<file path="config.mk">
export PLATFORM = sky130hd
export DESIGN_NAME = scope_cmd_ctrl
export DESIGN_NICKNAME = d
export VERILOG_FILES = /design/src/rtl/scope_cmd_pkg.sv /design/src/rtl/afe_gain_lut.sv /design/src/rtl/scope_cmd_ctrl.sv
export SDC_FILE = /design/constraint.sdc
export NUM_CORES = 1
export LEC_CHECK = 0
export BUFFER_PORTS_ARGS = -buffer_cell sky130_fd_sc_hd__buf_2
export CORE_AREA = 2 2 100 102
export CTS_CLUSTER_SIZE = 20
export DETAILED_ROUTE_END_ITERATION = 7
export DIE_AREA = 0 0 102 104
export PLACE_DENSITY = 0.73
export SYNTH_ARGS = -nofsm -noshare
export SYNTH_HDL_FRONTEND = slang
export SYNTH_SLANG_ARGS = --single-unit
</file>
<file path="constraint.sdc">
create_clock -name clk -period 2.2 [get_ports clk]
set_input_delay 0.11 -clock clk [delete_from_list [all_inputs] [get_ports clk]]
set_output_delay 0.11 -clock clk [all_outputs]
set_load 0.1 [all_outputs]
</file>
<file path="src/rtl/scope_cmd_pkg.sv">
// Shared opcodes, response bytes, FSM state codes and the AFE gain table for scope_cmd_ctrl.
package scope_cmd_pkg;

  localparam logic [7:0] OpDumpCh  = 8'h01;
  localparam logic [7:0] OpCfgGain = 8'h02;
  localparam logic [7:0] OpTrigLvl = 8'h03;
  localparam logic [7:0] OpTrigPos = 8'h04;
  localparam logic [7:0] OpSetDec  = 8'h05;
  localparam logic [7:0] OpTrigCfg = 8'h06;
  localparam logic [7:0] OpTrigRd  = 8'h07;
  localparam logic [7:0] OpEepWrt  = 8'h08;
  localparam logic [7:0] OpEepRd   = 8'h09;
  localparam logic [7:0] OpGainRd  = 8'h0A;

  localparam logic [7:0] RespAck = 8'hA5;
  localparam logic [7:0] RespNak = 8'hEE;
  localparam logic [7:0] RespTmo = 8'hEF;

  // Write-command prefix shared by the gain DACs and the trigger DAC.
  localparam logic [7:0] SpiDacWr   = 8'h13;
  localparam logic [7:0] TrigLvlMin = 8'd46;
  localparam logic [7:0] TrigLvlMax = 8'd201;

  typedef logic [1:0] state_t;
  localparam state_t StIdle     = 2'd0;
  localparam state_t StDecode   = 2'd1;
  localparam state_t StSpiWait  = 2'd2;
  localparam state_t StRespWait = 2'd3;

  localparam logic [7:0] GainLut [8] = '{8'h02, 8'h05, 8'h09, 8'h14,
                                         8'h28, 8'h46, 8'h6B, 8'hDD};

endpackage

</file>
<file path="src/rtl/afe_gain_lut.sv">
// Maps a 3-bit AFE gain code to the 16-bit SPI word for the channel gain DAC.
module afe_gain_lut
  import scope_cmd_pkg::*;
(
  input  logic [2:0]  code_i,
  output logic [15:0] spi_word_o
);

  always_comb begin
    spi_word_o = {SpiDacWr, GainLut[code_i]};
  end

endmodule

</file>
<file path="src/rtl/scope_cmd_ctrl.sv">
// Host command decoder and capture configuration controller with SPI sequencing.
// Define CMD_TIMEOUT_EN to add an SPI watchdog that answers 0xEF after SPI_TMO cycles.
module scope_cmd_ctrl
  import scope_cmd_pkg::*;
#(
  parameter int unsigned NUM_CH     = 3,
  parameter int unsigned TRIG_POS_W = 9,
  parameter int unsigned DEC_W      = 4,
`ifdef CMD_TIMEOUT_EN
  parameter int unsigned SPI_TMO    = 1023,
`endif
  localparam int unsigned SS_W      = $clog2(NUM_CH + 2)
) (
  input  logic                  clk,
  input  logic                  rst,
  input  logic                  cmd_rdy,
  input  logic [23:0]           cmd,
  output logic                  clr_cmd_rdy,
  output logic                  wrt_SPI,
  output logic [SS_W-1:0]       ss,
  output logic [15:0]           SPI_data,
  input  logic                  SPI_done,
  input  logic [7:0]            EEP_data,
  output logic                  send_resp,
  output logic [7:0]            resp_data,
  input  logic                  resp_sent,
  input  logic                  set_capture_done,
  output logic [7:0]            trig_cfg,
  output logic [TRIG_POS_W-1:0] trig_pos,
  output logic [DEC_W-1:0]      decimator,
  output logic                  dump,
  output logic [1:0]            dump_ch,
  output logic [3*NUM_CH-1:0]   afe_gain
);

  localparam logic [SS_W-1:0] SsEep = SS_W'(NUM_CH + 1);

  state_t                state_q, state_d;
  logic [23:0]           cmd_q, cmd_d;
  logic                  clr_q, clr_d, wrt_q, wrt_d, send_q, send_d, dump_q, dump_d;
  logic [SS_W-1:0]       ss_q, ss_d;
  logic [15:0]           spi_data_q, spi_data_d;
  logic [7:0]            resp_q, resp_d;
  logic [5:0]            trig_cfg_q, trig_cfg_d;
  logic [TRIG_POS_W-1:0] trig_pos_q, trig_pos_d;
  logic [DEC_W-1:0]      dec_q, dec_d;
  logic [1:0]            dump_ch_q, dump_ch_d;
  logic [3*NUM_CH-1:0]   gain_q, gain_d;
`ifdef CMD_TIMEOUT_EN
  localparam int unsigned TmoW = $clog2(SPI_TMO + 1);
  logic [TmoW-1:0]       tmo_cnt_q, tmo_cnt_d;
`endif

  logic [7:0]  opcode, byte2, byte3;
  logic [1:0]  cc;
  logic        cc_ok, lvl_ok;
  logic [2:0]  gain_rd;
  logic [15:0] gain_word;
  logic        unused_bits;

  assign opcode      = cmd_q[23:16];
  assign byte2       = cmd_q[15:8];
  assign byte3       = cmd_q[7:0];
  assign cc          = byte2[1:0];
  assign cc_ok       = (32'(cc) < NUM_CH);
  assign lvl_ok      = (byte3 >= TrigLvlMin) && (byte3 <= TrigLvlMax);
  assign unused_bits = ^byte2[7:6];

  // Gain code travels in byte3[4:2]; byte2 carries only the channel.
  afe_gain_lut u_gain_lut (
    .code_i     (byte3[4:2]),
    .spi_word_o (gain_word)
  );

  always_comb begin
    gain_rd = '0;
    for (int unsigned i = 0; i < NUM_CH; i++) begin
      if (32'(cc) == i) gain_rd = gain_q[3*i +: 3];
    end
  end

  always_comb begin
    state_d    = state_q;
    cmd_d      = cmd_q;
    clr_d      = 1'b0;
    wrt_d      = 1'b0;
    send_d     = 1'b0;
    dump_d     = 1'b0;
    ss_d       = ss_q;
    spi_data_d = spi_data_q;
    resp_d     = resp_q;
    trig_cfg_d = trig_cfg_q;
    trig_pos_d = trig_pos_q;
    dec_d      = dec_q;
    dump_ch_d  = dump_ch_q;
    gain_d     = gain_q;
`ifdef CMD_TIMEOUT_EN
    tmo_cnt_d  = tmo_cnt_q;
`endif
    unique case (state_q)
      StIdle: begin
        // clr_q guard keeps a still-held cmd_rdy from re-launching the finished command.
        if (cmd_rdy && !clr_q) begin
          cmd_d   = cmd;
          state_d = StDecode;
        end
      end
      StDecode: begin
        state_d = StRespWait;
        send_d  = 1'b1;
        clr_d   = 1'b1;
        resp_d  = RespAck;
        case (opcode)
          OpDumpCh: begin
            if (cc_ok) begin
              state_d   = StIdle;
              send_d    = 1'b0;
              dump_d    = 1'b1;
              dump_ch_d = cc;
            end else begin
              resp_d = RespNak;
            end
          end
          OpCfgGain: begin
            if (cc_ok) begin
              state_d    = StSpiWait;
              send_d     = 1'b0;
              clr_d      = 1'b0;
              wrt_d      = 1'b1;
              ss_d       = SS_W'(cc) + SS_W'(1);
              spi_data_d = gain_word;
            end else begin
              resp_d = RespNak;
            end
          end
          OpTrigLvl: begin
            if (lvl_ok) begin
              state_d    = StSpiWait;
              send_d     = 1'b0;
              clr_d      = 1'b0;
              wrt_d      = 1'b1;
              ss_d       = '0;
              spi_data_d = {SpiDacWr, byte3};
            end else begin
              resp_d = RespNak;
            end
          end
          OpTrigPos: trig_pos_d = TRIG_POS_W'({byte2, byte3});
          OpSetDec:  dec_d      = byte3[DEC_W-1:0];
          OpTrigCfg: trig_cfg_d = byte3[5:0];
          OpTrigRd:  resp_d     = {2'b00, trig_cfg_q};
          OpEepWrt, OpEepRd: begin
            state_d    = StSpiWait;
            send_d     = 1'b0;
            clr_d      = 1'b0;
            wrt_d      = 1'b1;
            ss_d       = SsEep;
            spi_data_d = {(opcode == OpEepWrt) ? 2'b01 : 2'b00, byte2[5:0], byte3};
          end
          OpGainRd:  resp_d = cc_ok ? {5'b00000, gain_rd} : RespNak;
          default:   resp_d = RespNak;
        endcase
`ifdef CMD_TIMEOUT_EN
        tmo_cnt_d = '0;
`endif
      end
      StSpiWait: begin
        if (SPI_done) begin
          state_d = StRespWait;
          send_d  = 1'b1;
          clr_d   = 1'b1;
          resp_d  = (opcode == OpEepRd) ? EEP_data : RespAck;
          if (opcode == OpCfgGain) begin
            for (int unsigned i = 0; i < NUM_CH; i++) begin
              if (32'(cc) == i) gain_d[3*i +: 3] = byte3[4:2];
            end
          end
`ifdef CMD_TIMEOUT_EN
        end else if (tmo_cnt_q == TmoW'(SPI_TMO - 1)) begin
          state_d = StRespWait;
          send_d  = 1'b1;
          clr_d   = 1'b1;
          resp_d  = RespTmo;
        end else begin
          tmo_cnt_d = tmo_cnt_q + 1'b1;
`endif
        end
      end
      StRespWait: begin
        if (resp_sent) state_d = StIdle;
      end
    endcase
    // Capture-done wins over a same-cycle TRIG_CFG write for bit 5 only.
    if (set_capture_done) trig_cfg_d[5] = 1'b1;
  end

  always_ff @(posedge clk) begin
    if (rst) begin
      state_q    <= StIdle;
      cmd_q      <= '0;
      clr_q      <= 1'b0;
      wrt_q      <= 1'b0;
      send_q     <= 1'b0;
      dump_q     <= 1'b0;
      ss_q       <= '0;
      spi_data_q <= '0;
      resp_q     <= '0;
      trig_cfg_q <= '0;
      trig_pos_q <= '0;
      dec_q      <= '0;
      dump_ch_q  <= '0;
      gain_q     <= '0;
`ifdef CMD_TIMEOUT_EN
      tmo_cnt_q  <= '0;
`endif
    end else begin
      state_q    <= state_d;
      cmd_q      <= cmd_d;
      clr_q      <= clr_d;
      wrt_q      <= wrt_d;
      send_q     <= send_d;
      dump_q     <= dump_d;
      ss_q       <= ss_d;
      spi_data_q <= spi_data_d;
      resp_q     <= resp_d;
      trig_cfg_q <= trig_cfg_d;
      trig_pos_q <= trig_pos_d;
      dec_q      <= dec_d;
      dump_ch_q  <= dump_ch_d;
      gain_q     <= gain_d;
`ifdef CMD_TIMEOUT_EN
      tmo_cnt_q  <= tmo_cnt_d;
`endif
    end
  end

  assign clr_cmd_rdy = clr_q;
  assign wrt_SPI     = wrt_q;
  assign ss          = ss_q;
  assign SPI_data    = spi_data_q;
  assign send_resp   = send_q;
  assign resp_data   = resp_q;
  assign trig_cfg    = {2'b00, trig_cfg_q};
  assign trig_pos    = trig_pos_q;
  assign decimator   = dec_q;
  assign dump        = dump_q;
  assign dump_ch     = dump_ch_q;
  assign afe_gain    = gain_q;

endmodule

</file>
# After elaboration in Yosys (flattened, before gate mapping)
# Memory sizes are Yosys's and may differ from the RTL's.
# Index checks and enable logic that the tools add are counted.
[totals]
input_bits = 38
output_inout_bits = 63
word_cells = 112
memories = 1
mem_bits_ro = 64
reg_bits = 87
[op_classes]
magnitude_cmp = 4
n_addsub = 1
eq_ne = 20
mux = 40
reduce_logical = 26
n_bitwise = 3
[memory_table]
columns = ["memory", "words", "word_bits", "read_ports", "rd_ports_with_merged_regs", "wr", "line_no", "text"]
rows = [
  ["(no name shown)", 8, 8, 1, 0, 0, "afe_gain_lut.sv:10", "spi_word_o = {SpiDacWr, GainLut[code_i]};"],
]
[op_table]
columns = ["operator", "count"]
rows = [
  ["$pmux 16 s3", 1],
  ["$mux 8", 5],
  ["$pmux 8 s5", 1],
  ["$eq 8x3->1 const B", 4],
  ["$mux 16", 2],
  ["$eq 8x4->1 const B", 3],
  ["$eq 8x2->1 const B", 2],
  ["$pmux 2 s4", 2],
  ["$pmux 8 s2", 1],
  ["$reduce_and 4->1", 4],
  ["$mux 3", 5],
  ["$mux 7", 2],
  ["$mux 6", 2],
  ["$reduce_and 2->1", 6],
  ["$ne 2x2->1 const B", 5],
  ["$mux 1", 9],
  ["$pmux 1 s3", 3],
  ["$pmux 3 s3", 1],
  ["$eq 8x1->1 const B", 1],
  ["$ge 8x6->1 const B", 1],
  ["$le 8x8->1 const B", 1],
  ["$mux 2", 4],
  ["$eq 2x2->1 const B", 3],
  ["$reduce_and 3->1", 2],
  ["15 further kinds", 24],
]

# Logic depth before layout (Yosys ltp)
[depth]
depth_word = 7
mapped_depth = 9
mapped_depth_nobuf = 7

# By module
# Synthesis repeated with hierarchy kept, for this count alone.
[unflattened]
cells_unflattened = 522
hier_area_um2 = 4272.8
[modules_own_cells]
columns = ["mod", "cells_each", "area_per_inst_um2", "instances", "seq_area_each_um2"]
rows = [
  ["scope_cmd_ctrl", 497, 4080.2, 1, 1701.6],
  ["afe_gain_lut", 25, 192.7, 1, 0.0],
]

# Worst setup path before layout
# No wires, ideal clock.
[synth_timing]
path_type = "register to register"
start = "register cmd_q[2]"
end = "register ss_q[0] (netlist: ss[0])"
arrival_ns = 2.318
stages_incl_launch_ff = 9
required_ns = 2.130
n_path_buf = 1
setup_ns = 0.070
path_slack_ns = -0.188
period_less_slack_ns = 2.388
path_cell_list = "dfxtp_1 -> clkbuf_1 -> inv_1 -> ha_1 -> a211o_1 -> o211ai_1 -> o221ai_4 -> or4_1 -> a21oi_1"
[synth_between]
elab_chain_cells = 4
elab_cells_between_ends = 5
classes_between = "order compare (2); eq/ne (1); reduce/logical (2)"
[synth_lines]
columns = ["element", "line_no", "text"]
rows = [
  ["start, declared", "scope_cmd_ctrl.sv:39", "logic [23:0] cmd_q, cmd_d;"],
  ["start signal, assigned", "scope_cmd_ctrl.sv:218", "cmd_q <= cmd_d;"],
  ["$ge 8x6->1 or $le 8x8->1 (tied branches)", "scope_cmd_ctrl.sv:66", "assign lvl_ok = (byte3 >= TrigLvlMin) && (byte3 <= TrigLvlMax);"],
  ["$logic_and 1x1->1 (*)", "scope_cmd_ctrl.sv:66", ""],
  ["$ne 2x2->1 (no line) (*)", "-", ""],
  ["$reduce_and 4->1 (no line) (*)", "-", ""],
  ["end signal, assigned", "scope_cmd_ctrl.sv:223", "ss_q <= ss_d;"],
  ["end, declared", "scope_cmd_ctrl.sv:41", "logic [SS_W-1:0] ss_q, ss_d;"],
]
# Every way passes the cells marked *; elsewhere a longest branch is shown, timed or not.
# A chain may end at the register's enable or synchronous reset.

# Worst setup path in the final report
[layout_timing]
start = "register cmd_q[23]"
end = "register resp_q[2] (netlist: resp_data[2])"
[layout_between]
elab_chain_cells = 4
elab_cells_between_ends = 16
classes_between = "eq/ne (10); mux (4); reduce/logical (2)"
[layout_lines]
columns = ["element", "line_no", "text"]
rows = [
  ["$eq 8x4->1 (tied with other cells)", "scope_cmd_ctrl.sv:113", "case (opcode)"],
  ["$reduce_or 5->1 (no line) (tied with other cells)", "-", ""],
  ["$pmux 8 s5 or $mux 8 (tied branches)", "scope_cmd_ctrl.sv:113, scope_cmd_ctrl.sv:168", ""],
  ["$pmux 8 s2 (*)", "scope_cmd_ctrl.sv:100", "unique case (state_q)"],
  ["end signal, assigned", "scope_cmd_ctrl.sv:225", "resp_q <= resp_d;"],
  ["end, declared", "scope_cmd_ctrl.sv:43", "logic [7:0] resp_q, resp_d;"],
]
# Every way passes the cells marked *; elsewhere a longest branch is shown, timed or not. The select of a mux whose other input is x is not followed.

==> results.md <==
* Worst slack on hold paths at 0.009001 ns
* Pins over their slew limit at 0
* Post-synthesis compound-gate area fraction at 0.2286
* Warnings, synthesis at 0
* Final-layout fill cell count at 910
* Post-synthesis instance total at roughly 490
* Synthesized-area fraction occupied by adder cells at 0.04223
* Starting DRC count in detailed routing at 239
* Clock root buffer: sky130_fd_sc_hd__clkbuf_8
* Site Rows at 36
* Deepest level of the CTS H-tree at 3
* Initial Utilization at 0.4282
* Skew-Pair Late Insertion Delay at approximately 0.36 ns
* Number of antenna-violating nets in the routed design at 0
* Area Growth Syn to Fin at 31.27%
* Data required time at the worst endpoint at approximately 2.4 ns
* Final setup fails at 0
* Final routed wirelength across all metal layers at 11660 microns
* Dominant synthesized flop cell: sky130_fd_sc_hd__dfxtp_1
* Highest fanout seen on the critical path at 9
* I/O pin count at 101
* Post-synthesis cell type count at 67
* Result of the run: completed
* Total die area at 10610 sq um
* Number of clock sinks at 84
* Total via count in the routed design at 4084
* Min-delay src: cmd[18]
* Final setup skew at approximately 0.010 ns
* Endpoint of the worst hold path: cmd_q[18]$_SDFFE_PP0P_
* Post-DR vias/cell at about 5.4
* Summed area of non-filler cells in the final layout at 5368 sq um
* Power density cells at about 950 nW/um^2
* Worst Setup End Kind: flip-flop
* Grt total ovfl at 0
* Cell area after placement at 4873 sq um
* Minimum setup slack among reg-to-reg paths at about 0.053 ns
* Endpoints failing hold at 0
* DR pass1 iterations at 5
* Kind of start point of the critical path: flip-flop
* Antenna Diode Count at 0
* Number of remaining DRC errors at 0
* Register bit total from synthesis at 84
* Clock tree buffer depth at 2
* Final Net Count at between 600 and 700
* Total of max-cap violations at 0
* Y dimension of the die at about 100 microns
* Max Clk Rate at roughly 470 MHz
* Dominant combinational cell family by area after synthesis: compound AO/OA/AOI/OAI gates
* Leak Pwr at between 2 and 2.5 nW
* Slew at the pin with the worst max-slew slack at roughly 0.53 ns
* Core region area at between 9000 and 10000 sq um
* Fraction of synthesized area in multiplexers at 0.04651
* Hold Crit Class: primary input to flip-flop
* Fin crit share at 0.9761
* Final period demand of the worst path at approximately 2.1 ns
* Fraction of the yosys area taken by sequential cells at 0.4113
* Cell count of the worst hold path at 3
* Number of enable flip-flop cells after synthesis at 0
* Reg2reg start: cmd_q[23]$_SDFFE_PP0P_
* Clock tree from TritonCTS: built
* Initial antenna violation count at 0
* Die boundary width at a little over 100 microns
* Inserted Clock Buffers at 9
* Max_slew headroom at 0.6460
* Placed wire-length estimate after detailed placement at 8514 microns
* Final weighted congestion in routability-driven placement at roughly 0.95
* Max rail drop VDD at just over 0.5 mV
* Arrival time of data at the critical path endpoint at 2.39 ns
* Area fraction in and, or, nand and nor cells after synthesis at 0.2108
* XOR/XNOR share of the synthesized area at 0
* Maximum number of pins on one net before global-route repair at 48
* Average instance area after synthesis at 8.431 sq um
* RR Endpoint: resp_data[2]$_SDFFE_PP0P_
* Vias in the first global route at between 3000 and 4000
* RSZ-0062 raised after global routing: yes
* Worst-path clk slew at about 0.080 ns
* Share of synthesized registers carrying an async set or reset at 0
* Share of final-layout standard cells stronger than drive strength 1 at 0.2935
* Area of the mapped netlist at a little over 4000 sq um
* Critical setup path kind: flip-flop to flip-flop
* Count of input and output buffers at 95
* R2R depth at 6
* Wire length of the first global-routing pass at ~19000 microns
* Routed wire length per instance at about 15 microns
* All-layer global routing usage at 0.2218
[sequential cells by signal, indices dropped and copies added, names as in the netlist, 2 cells and up, named ones only]
| name | count |
|---|---|
| dump_ch | 2 |
| SPI_data | 15 |
| trig_cfg_q | 6 |
| ss | 3 |
| decimator | 4 |
| resp_data | 8 |
| afe_gain | 9 |
| cmd_q | 22 |
| trig_pos | 9 |
[report_power, final]
part	internal, mW	leakage [nW]	total [mW]	switching (mW)
logic	0.598	1.58	2.05	1.45
registers	1.67	0.684	1.80	0.129
clock network	0.693	0.111	1.24	0.550
[area by class of cell]
class                   count  area (sq um)  area share
clock buffers              11         151.4     0.02821
multi-input cells         348          2232      0.4159
well taps                 133         166.4     0.03100
repair buffers            155         991.0      0.1846
inverters                  18         67.56     0.01259
flip-flops and latches     84          1687      0.3142
clock inverters             4         72.57     0.01352
[worst max-delay path, stage by stage, from the launching register on]
cell	delay, ns
sky130_fd_sc_hd__dfxtp_1	0.33
sky130_fd_sc_hd__or4_4	0.60
sky130_fd_sc_hd__buf_4	0.21
sky130_fd_sc_hd__or3_1	0.40
sky130_fd_sc_hd__or3_1	0.32
sky130_fd_sc_hd__o211ai_1	0.11
sky130_fd_sc_hd__a41oi_1	0.06
[per-layer routing]
metal,vias up,global-route usage,wire length (microns)
li1,1969,-,-
met1,1957,0.2934,5224
met2,138,0.3534,5476
met3,20,0.05242,745
met4,0,0.07333,210
met5,-,0,0
[Yosys cell counts (5+ instances only)]
cell type                  number  area, sq um
sky130_fd_sc_hd__nand2_1       72        270.3
sky130_fd_sc_hd__o211ai_1       8        60.06
sky130_fd_sc_hd__nand2b_1       7        43.79
sky130_fd_sc_hd__mux2i_1       19        190.2
sky130_fd_sc_hd__clkbuf_1      23        86.33
sky130_fd_sc_hd__dfxtp_1       84         1682
sky130_fd_sc_hd__nor2_1        45        168.9
sky130_fd_sc_hd__a21oi_1       60        300.3
sky130_fd_sc_hd__or3_1          5        31.28
sky130_fd_sc_hd__inv_1         17        63.81
sky130_fd_sc_hd__a311oi_1       7        61.31
sky130_fd_sc_hd__nand3b_1       6        45.04
sky130_fd_sc_hd__nand3_1       14        70.07
sky130_fd_sc_hd__o21ai_0        8        40.04
sky130_fd_sc_hd__a211oi_1       5        37.54
sky130_fd_sc_hd__buf_4          5        37.54
sky130_fd_sc_hd__ha_1          13        162.7
[cells by family after synthesis]
kind of cell / Yosys count
compound gates: 133
mux: 19
flops: 84
buf+inv: 55
other cells: 1
simple gates: 179
fa+ha+maj: 14
[repair_timing]
item                       in CTS  in global routing
setup buffers                   0                  1
setup endpoints to repair       0                 14
hold endpoints to repair       21                  0
hold buffers                   21                  0
gates resized for setup         0                 11
[metrics by stage]
step / setup TNS (ns) / instances / utilization / power, mW / setup WS [ns]
2_1_floorplan: 0 / 487 / - / 3.302 / 0.005805
3_3_place_gp: 0 / 716 / 0.5104 / 3.765 / 0.09526
5_1_grt: -0.006200 / 753 / 0.5621 / 5.344 / -0.004432
3_5_place_dp: 0 / 716 / 0.5104 / 3.795 / 0.02810
4_1_cts: 0 / 752 / 0.5558 / 5.068 / 0.008367
6_report: 0 / 753 / 0.5621 / 5.085 / 0.05254
[how the worst max path moves through the flow]
stage                                 from                   endpoint  depth (start not counted)
floorplan            cmd_q[2]$_SDFFE_PP0P_         ss[0]$_SDFFE_PP0P_                          8
global placement    cmd_q[23]$_SDFFE_PP0P_  resp_data[2]$_SDFFE_PP0P_                          6
detailed placement  cmd_q[23]$_SDFFE_PP0P_  resp_data[6]$_SDFFE_PP0P_                          5
CTS                 cmd_q[23]$_SDFFE_PP0P_  resp_data[6]$_SDFFE_PP0P_                          5
global route         cmd_q[2]$_SDFFE_PP0P_         ss[0]$_SDFFE_PP0P_                          8
finish              cmd_q[23]$_SDFFE_PP0P_  resp_data[2]$_SDFFE_PP0P_                          6
[placed cells by master (no fill, tap or decap), types with 14 or more instances in the layout]
| cell | count |
|---|---|
| sky130_fd_sc_hd__buf_2 | 95 |
| sky130_fd_sc_hd__dfxtp_1 | 82 |
| sky130_fd_sc_hd__nand3_1 | 14 |
| sky130_fd_sc_hd__buf_4 | 38 |
| sky130_fd_sc_hd__nor2_1 | 45 |
| sky130_fd_sc_hd__a21oi_1 | 58 |
| sky130_fd_sc_hd__inv_1 | 16 |
| sky130_fd_sc_hd__dlygate4sd3_1 | 21 |
| sky130_fd_sc_hd__nand2_1 | 72 |
| sky130_fd_sc_hd__mux2i_1 | 19 |
Note: power is estimated with default switching activity, not from simulation.
